**config.mk**
```make
export PLATFORM = sky130hd
export DESIGN_NAME = common_sync_debounce
export DESIGN_NICKNAME = d
export VERILOG_FILES = /design/src/rtl/common_sync_debounce.sv
export SDC_FILE = /design/constraint.sdc
export NUM_CORES = 1
export LEC_CHECK = 0
export BUFFER_PORTS_ARGS = -buffer_cell sky130_fd_sc_hd__buf_4
export CORE_UTILIZATION = 45
export DETAILED_ROUTE_END_ITERATION = 10
export PLACE_DENSITY = 0.68
export SLEW_MARGIN = 20
export SYNTH_ARGS = -nofsm -noshare
export SYNTH_HDL_FRONTEND = slang
export SYNTH_SLANG_ARGS = --single-unit
```
**constraint.sdc**
```tcl
create_clock -name clk_i -period 1.8 [get_ports clk_i]
set_input_delay 0.27 -clock clk_i [delete_from_list [all_inputs] [get_ports clk_i]]
set_output_delay 0.27 -clock clk_i [all_outputs]
set_load 0.05 [all_outputs]
```
**src/rtl/common_sync_debounce.sv**
```systemverilog
// Glitch filter for an already-synchronized slow input: a new level is accepted only after
// FILTER_CYCLES consecutive samples, with rise/fall pulses and a saturating rise-event counter.
//
// state      | meaning
// -----------+-------------------------------------------------
// STABLE_L   | level_o = 0, input agrees with filtered level
// CHECK_H    | level_o = 0, counting consecutive high samples
// STABLE_H   | level_o = 1, input agrees with filtered level
// CHECK_L    | level_o = 1, counting consecutive low samples
module common_sync_debounce #(
    parameter int unsigned FILTER_CYCLES = 16,
    parameter int unsigned CNT_W         = 5,
    parameter int unsigned EVT_W         = 8,
    parameter logic        RESET_LEVEL   = 1'b0
) (
    input  logic             clk_i,
    input  logic             reset_i,
    input  logic             data_i,
    input  logic             enable_i,
    input  logic             evt_clr_i,
    output logic             level_o,
    output logic             rise_o,
    output logic             fall_o,
    output logic [EVT_W-1:0] evt_cnt_o,
    output logic             evt_ovf_o
);

    localparam logic [1:0] ST_STABLE_L = 2'd0;
    localparam logic [1:0] ST_CHECK_H  = 2'd1;
    localparam logic [1:0] ST_STABLE_H = 2'd2;
    localparam logic [1:0] ST_CHECK_L  = 2'd3;

    localparam logic [1:0]       LP_RESET_ST = RESET_LEVEL ? ST_STABLE_H : ST_STABLE_L;
    localparam logic [CNT_W-1:0] LP_CNT_TERM = CNT_W'(FILTER_CYCLES - 1);
    localparam logic [EVT_W-1:0] LP_EVT_MAX  = '1;
    localparam logic             LP_SINGLE   = (FILTER_CYCLES == 1);

    // The stability counter must hold FILTER_CYCLES-1 without wrapping.
    if (FILTER_CYCLES < 1 || FILTER_CYCLES > (2 ** CNT_W) - 1) begin : g_bad_filter
        $error("common_sync_debounce: FILTER_CYCLES out of range for CNT_W");
    end

    logic [1:0]       r_state;
    logic [CNT_W-1:0] r_cnt;
    logic             r_level;
    logic             r_rise;
    logic             r_fall;
    logic [EVT_W-1:0] r_evt_cnt;
    logic             r_evt_ovf;

    logic [1:0]       w_state_nxt;
    logic [CNT_W-1:0] w_cnt_nxt;
    logic             w_rise;
    logic             w_fall;
    logic             w_level_nxt;
    logic [EVT_W-1:0] w_evt_base;
    logic             w_ovf_base;
    logic [EVT_W-1:0] w_evt_nxt;
    logic             w_ovf_nxt;

    always_comb begin
        w_state_nxt = r_state;
        w_cnt_nxt   = r_cnt;
        w_rise      = 1'b0;
        w_fall      = 1'b0;
        if (!enable_i) begin
            w_state_nxt = r_level ? ST_STABLE_H : ST_STABLE_L;
            w_cnt_nxt   = '0;
        end else begin
            case (r_state)
                ST_STABLE_L: begin
                    if (data_i && LP_SINGLE) begin
                        w_state_nxt = ST_STABLE_H;
                        w_rise      = 1'b1;
                        w_cnt_nxt   = '0;
                    end else if (data_i) begin
                        w_state_nxt = ST_CHECK_H;
                        w_cnt_nxt   = CNT_W'(1);
                    end else begin
                        w_cnt_nxt = '0;
                    end
                end
                ST_CHECK_H: begin
                    if (!data_i) begin
                        w_state_nxt = ST_STABLE_L;
                        w_cnt_nxt   = '0;
                    end else if (r_cnt == LP_CNT_TERM) begin
                        w_state_nxt = ST_STABLE_H;
                        w_rise      = 1'b1;
                        w_cnt_nxt   = '0;
                    end else begin
                        w_cnt_nxt = r_cnt + 1'b1;
                    end
                end
                ST_STABLE_H: begin
                    if (!data_i && LP_SINGLE) begin
                        w_state_nxt = ST_STABLE_L;
                        w_fall      = 1'b1;
                        w_cnt_nxt   = '0;
                    end else if (!data_i) begin
                        w_state_nxt = ST_CHECK_L;
                        w_cnt_nxt   = CNT_W'(1);
                    end else begin
                        w_cnt_nxt = '0;
                    end
                end
                default: begin
                    if (data_i) begin
                        w_state_nxt = ST_STABLE_H;
                        w_cnt_nxt   = '0;
                    end else if (r_cnt == LP_CNT_TERM) begin
                        w_state_nxt = ST_STABLE_L;
                        w_fall      = 1'b1;
                        w_cnt_nxt   = '0;
                    end else begin
                        w_cnt_nxt = r_cnt + 1'b1;
                    end
                end
            endcase
        end
    end

    assign w_level_nxt = w_rise ? 1'b1 : (w_fall ? 1'b0 : r_level);

    // Clear is applied before the increment so a coincident rise is still counted.
    always_comb begin
        w_evt_base = evt_clr_i ? '0 : r_evt_cnt;
        w_ovf_base = evt_clr_i ? 1'b0 : r_evt_ovf;
        w_evt_nxt  = w_evt_base;
        w_ovf_nxt  = w_ovf_base;
        if (w_rise) begin
            if (w_evt_base == LP_EVT_MAX) begin
                w_ovf_nxt = 1'b1;
            end else begin
                w_evt_nxt = w_evt_base + 1'b1;
            end
        end
    end

    always_ff @(posedge clk_i or posedge reset_i) begin
        if (reset_i) begin
            r_state   <= LP_RESET_ST;
            r_cnt     <= '0;
            r_level   <= RESET_LEVEL;
            r_rise    <= 1'b0;
            r_fall    <= 1'b0;
            r_evt_cnt <= '0;
            r_evt_ovf <= 1'b0;
        end else begin
            r_state   <= w_state_nxt;
            r_cnt     <= w_cnt_nxt;
            r_level   <= w_level_nxt;
            r_rise    <= w_rise;
            r_fall    <= w_fall;
            r_evt_cnt <= w_evt_nxt;
            r_evt_ovf <= w_ovf_nxt;
        end
    end

    assign level_o   = r_level;
    assign rise_o    = r_rise;
    assign fall_o    = r_fall;
    assign evt_cnt_o = r_evt_cnt;
    assign evt_ovf_o = r_evt_ovf;

endmodule

```
==> insert_results.sql <==
INSERT INTO impl_metrics (metric_group, metric, value, unit) VALUES
('cts', 'cts_hold_buf', '0', ''),
('worst_setup_path', 'reg2reg_slack', '0.09', 'ns'),
('worst_setup_path', 'startpoint_type', 'register', ''),
('drt', 'ant_nets', '0', ''),
('cts', 'max_clock_buf_depth', '2', ''),
('sta', 'tightestPinTransition', '0.498', 'ns'),
('synthesis', 'syn_avg_cell_area', '10.2', 'sq um'),
('sta', 'setup_slack', '0.0947', 'ns'),
('die', 'die_w', '47.8', 'um'),
('pwr', 'max-vdd-ir-drop', '0.486', 'mV'),
('cts', 'cts-buffers-inserted', '3', ''),
('drt', 'drt-initial-drc-count', '2', ''),
('sta', 'maxSlewViolCount', '0', ''),
('drt', 'firstDrtPassIters', '2', ''),
('sta', 'hold_viol_final', '7', ''),
('synthesis', 'cell_type_contributing_the_most_total_cell_area_after_synthesis', 'dfrtp_1', ''),
('run_status', 'outcome', 'finished with violations', ''),
('sta', 'hold-worst-slack', '-0.00209', 'ns'),
('synthesis', 'synth_area', '946', 'sq um'),
('cts', 'cts_num_sinks', '19', ''),
('place', 'routabilityCongestion', '0.729', ''),
('die', 'dieArea', '2290', 'sq um'),
('drt', 'viasPerCell', '5.25', ''),
('run', 'maxCapViolations', '0', ''),
('sta', 'max_freq', '586', 'MHz'),
('drt', 'post_drt_wl_per_cell', '12.5', 'um'),
('die', 'floorplan.initialDensity', '48.2', '%'),
('worst_setup_path', 'critPathTopFamily', 'simple AND/OR/NAND/NOR gates', ''),
('synthesis', 'syn-num-nets', '100', ''),
('synthesis', 'synth_top_area_share', '50.3', '%'),
('worst_setup_path', 'rr_worst_depth', '5', ''),
('cts', 'htree_levels', '1', ''),
('synthesis', 'postSynthRegisterBits', '19', ''),
('pwr', 'cellLeakagePower', '0.523', 'nW'),
('grt', 'grt_start_max_net_pins', '14', ''),
('cts', 'cts_tree', 'built', ''),
('cts', 'clk-insertion-delay-late', '0.28', 'ns'),
('final_layout', 'stdcell_count', '142', ''),
('synthesis', 'synth_flop_cell', 'dfrtp_1', ''),
('die', 'die_h', '47.8', 'um'),
('grt', 'grt_pass1_wl', '2570', 'um'),
('synthesis', 'synth_edf_count', '0', ''),
('final_layout', 'antenna_cells', '0', ''),
('worst_setup_path', 'critical_path.reg2reg.startpoint', 'r_cnt[0]', ''),
('pwr', 'total_power', '689', 'uW'),
('sta', 'slew_headroom', '66.8', '%'),
('sta', 'timing.final.crit_share', '94.7', '%'),
('drt', 'detail_route.wirelength', '1770', 'um'),
('final_layout', 'final_area', '1160', 'sq um'),
('worst_hold_path', 'holdCritPathClass', 'input pin to asynchronous set/reset pin', ''),
('place', 'port_buffers', '16', ''),
('die', 'io-pin-count', '17', ''),
('worst_setup_path', 'crit_fanout', '7', ''),
('die', 'floorplan.rows', '16', ''),
('grt', 'grt_usage', '16.6', '%'),
('place', 'placement.setup.worst_slack', '0.0666', 'ns'),
('synthesis', 'async_set_reset_flop_share_out_of_synthesis', '100', '%'),
('final_layout', 'layout-drive-gt1-share', '27.8', '%'),
('run_status', 'failing_checks', 'hold timing', ''),
('synthesis', 'post-synth-top-count-cell', 'dfrtp_1', ''),
('worst_setup_path', 'cpMaxStageDelayCell', 'or4_1', ''),
('grt', 'vias_in_the_first_global_route', '600', ''),
('worst_setup_path', 'cp_cell_sequence', 'ha_4, and4b_4, nand3_4, or4_1, a21oi_1', ''),
('final_layout', 'syn2layout_area_growth', '23.1', '%'),
('worst_setup_path', 'cp.required', '2.02', 'ns'),
('cts', 'worst_setup_hold_path_clk_slew', '0.11', 'ns'),
('synthesis', 'yosys.cell_types.count', '34', ''),
('worst_setup_path', 'worst-setup-path-type', 'register to register', ''),
('sta', 'setup_viol_count_final', '0', ''),
('final_layout', 'num-fill-cells', '183', ''),
('synthesis', 'count_of_warnings_emitted_by_yosys', '0', '');
cell families (layout without fill, tap and decap cells):
| kind of cell | Yosys count | count (layout) | share of synthesized area, % |
|---|---|---|---|
| AOI/OAI and AO/OA | 15 | 15 | 10.7 |
| xor gates and xnor gates | 3 | 3 | 2.78 |
| adders and majority gates | 2 | 2 | 2.65 |
| muxes | 4 | 4 | 4.37 |
| and+or+nand+nor | 45 | 45 | 27.3 |
| buffers and inverters | 5 | 27 | 1.98 |
| DFF | 19 | 19 | 50.3 |
worst max-delay path by stage:
stage	from	to	slack, ns	cells past startpoint
floorplan	evt_cnt_o[0]	evt_cnt_o[1]	0.09	6
global placement	r_cnt[0]	evt_cnt_o[3]	0.11	5
detailed placement	r_cnt[0]	evt_cnt_o[3]	0.07	5
CTS	r_cnt[0]	evt_cnt_o[3]	0.05	5
global route	r_cnt[0]	evt_cnt_o[3]	-0.04	5
finish	r_cnt[0]	evt_cnt_o[3]	0.09	5
placed cells by master (no fill, tap or decap), drive strengths merged, types with 4 or more instances in the layout:
master | netlist | final
buf | 0 | 19
dfrtp | 19 | 19
nand2 | 10 | 10
nand2b | 7 | 7
nor2 | 7 | 7
nor3 | 5 | 5
inv | 4 | 4
a21oi | 4 | 4
nand3 | 4 | 4
clkbuf | 1 | 4
metal layers:
metal / track usage, % / vias up / wire length, um
met3: 3.40 / 2 / 58
met4: 5.00 / 0 / 21
met2: 24.3 / 11 / 817
met5: 0 / - / 0
li1: - / 375 / -
met1: 24.4 / 357 / 872
timing repair:
| action | in CTS | in global routing |
|---|---|---|
| endpoints found under the setup margin | 0 | 5 |
| hold endpoints to repair | 0 | 0 |
| setup buffers | 0 | 2 |
| gates resized for setup | 0 | 2 |
report_power, final:
| group | total (mW) | internal (mW) | switching (mW) | leakage (nW) |
|---|---|---|---|---|
| logic | 0.0417 | 0.0187 | 0.0230 | 0.249 |
| registers | 0.437 | 0.431 | 0.00539 | 0.259 |
| clock network | 0.210 | 0.0859 | 0.124 | 0.0150 |
registers in the layout (all words and copies together) (netlist names), named ones only:
name,count
evt_cnt_o,8
evt_ovf_o,1
fall_o,1
level_o,1
r_cnt,5
r_state,1
rise_o,1
metrics by stage:
step | TNS (ns) | hold WS [ns]
final | 0 | -0.00209
after floorplan | 0 | 0.221
after global placement | 0 | 0.328
after CTS | 0 | 0.00643
after global routing | -0.104 | 0.0215
after detailed placement | 0 | 0.332
layout make-up:
type	instances	area (sq um)	area share, %
multi-input cells	69	469	40.3
well taps	27	33.8	2.90
flip-flops and latches	19	478	41.0
clock buffers	4	26.3	2.26
repair buffers	19	143	12.2
inverters	4	15.0	1.29
Note: power is estimated with default switching activity, not from simulation.
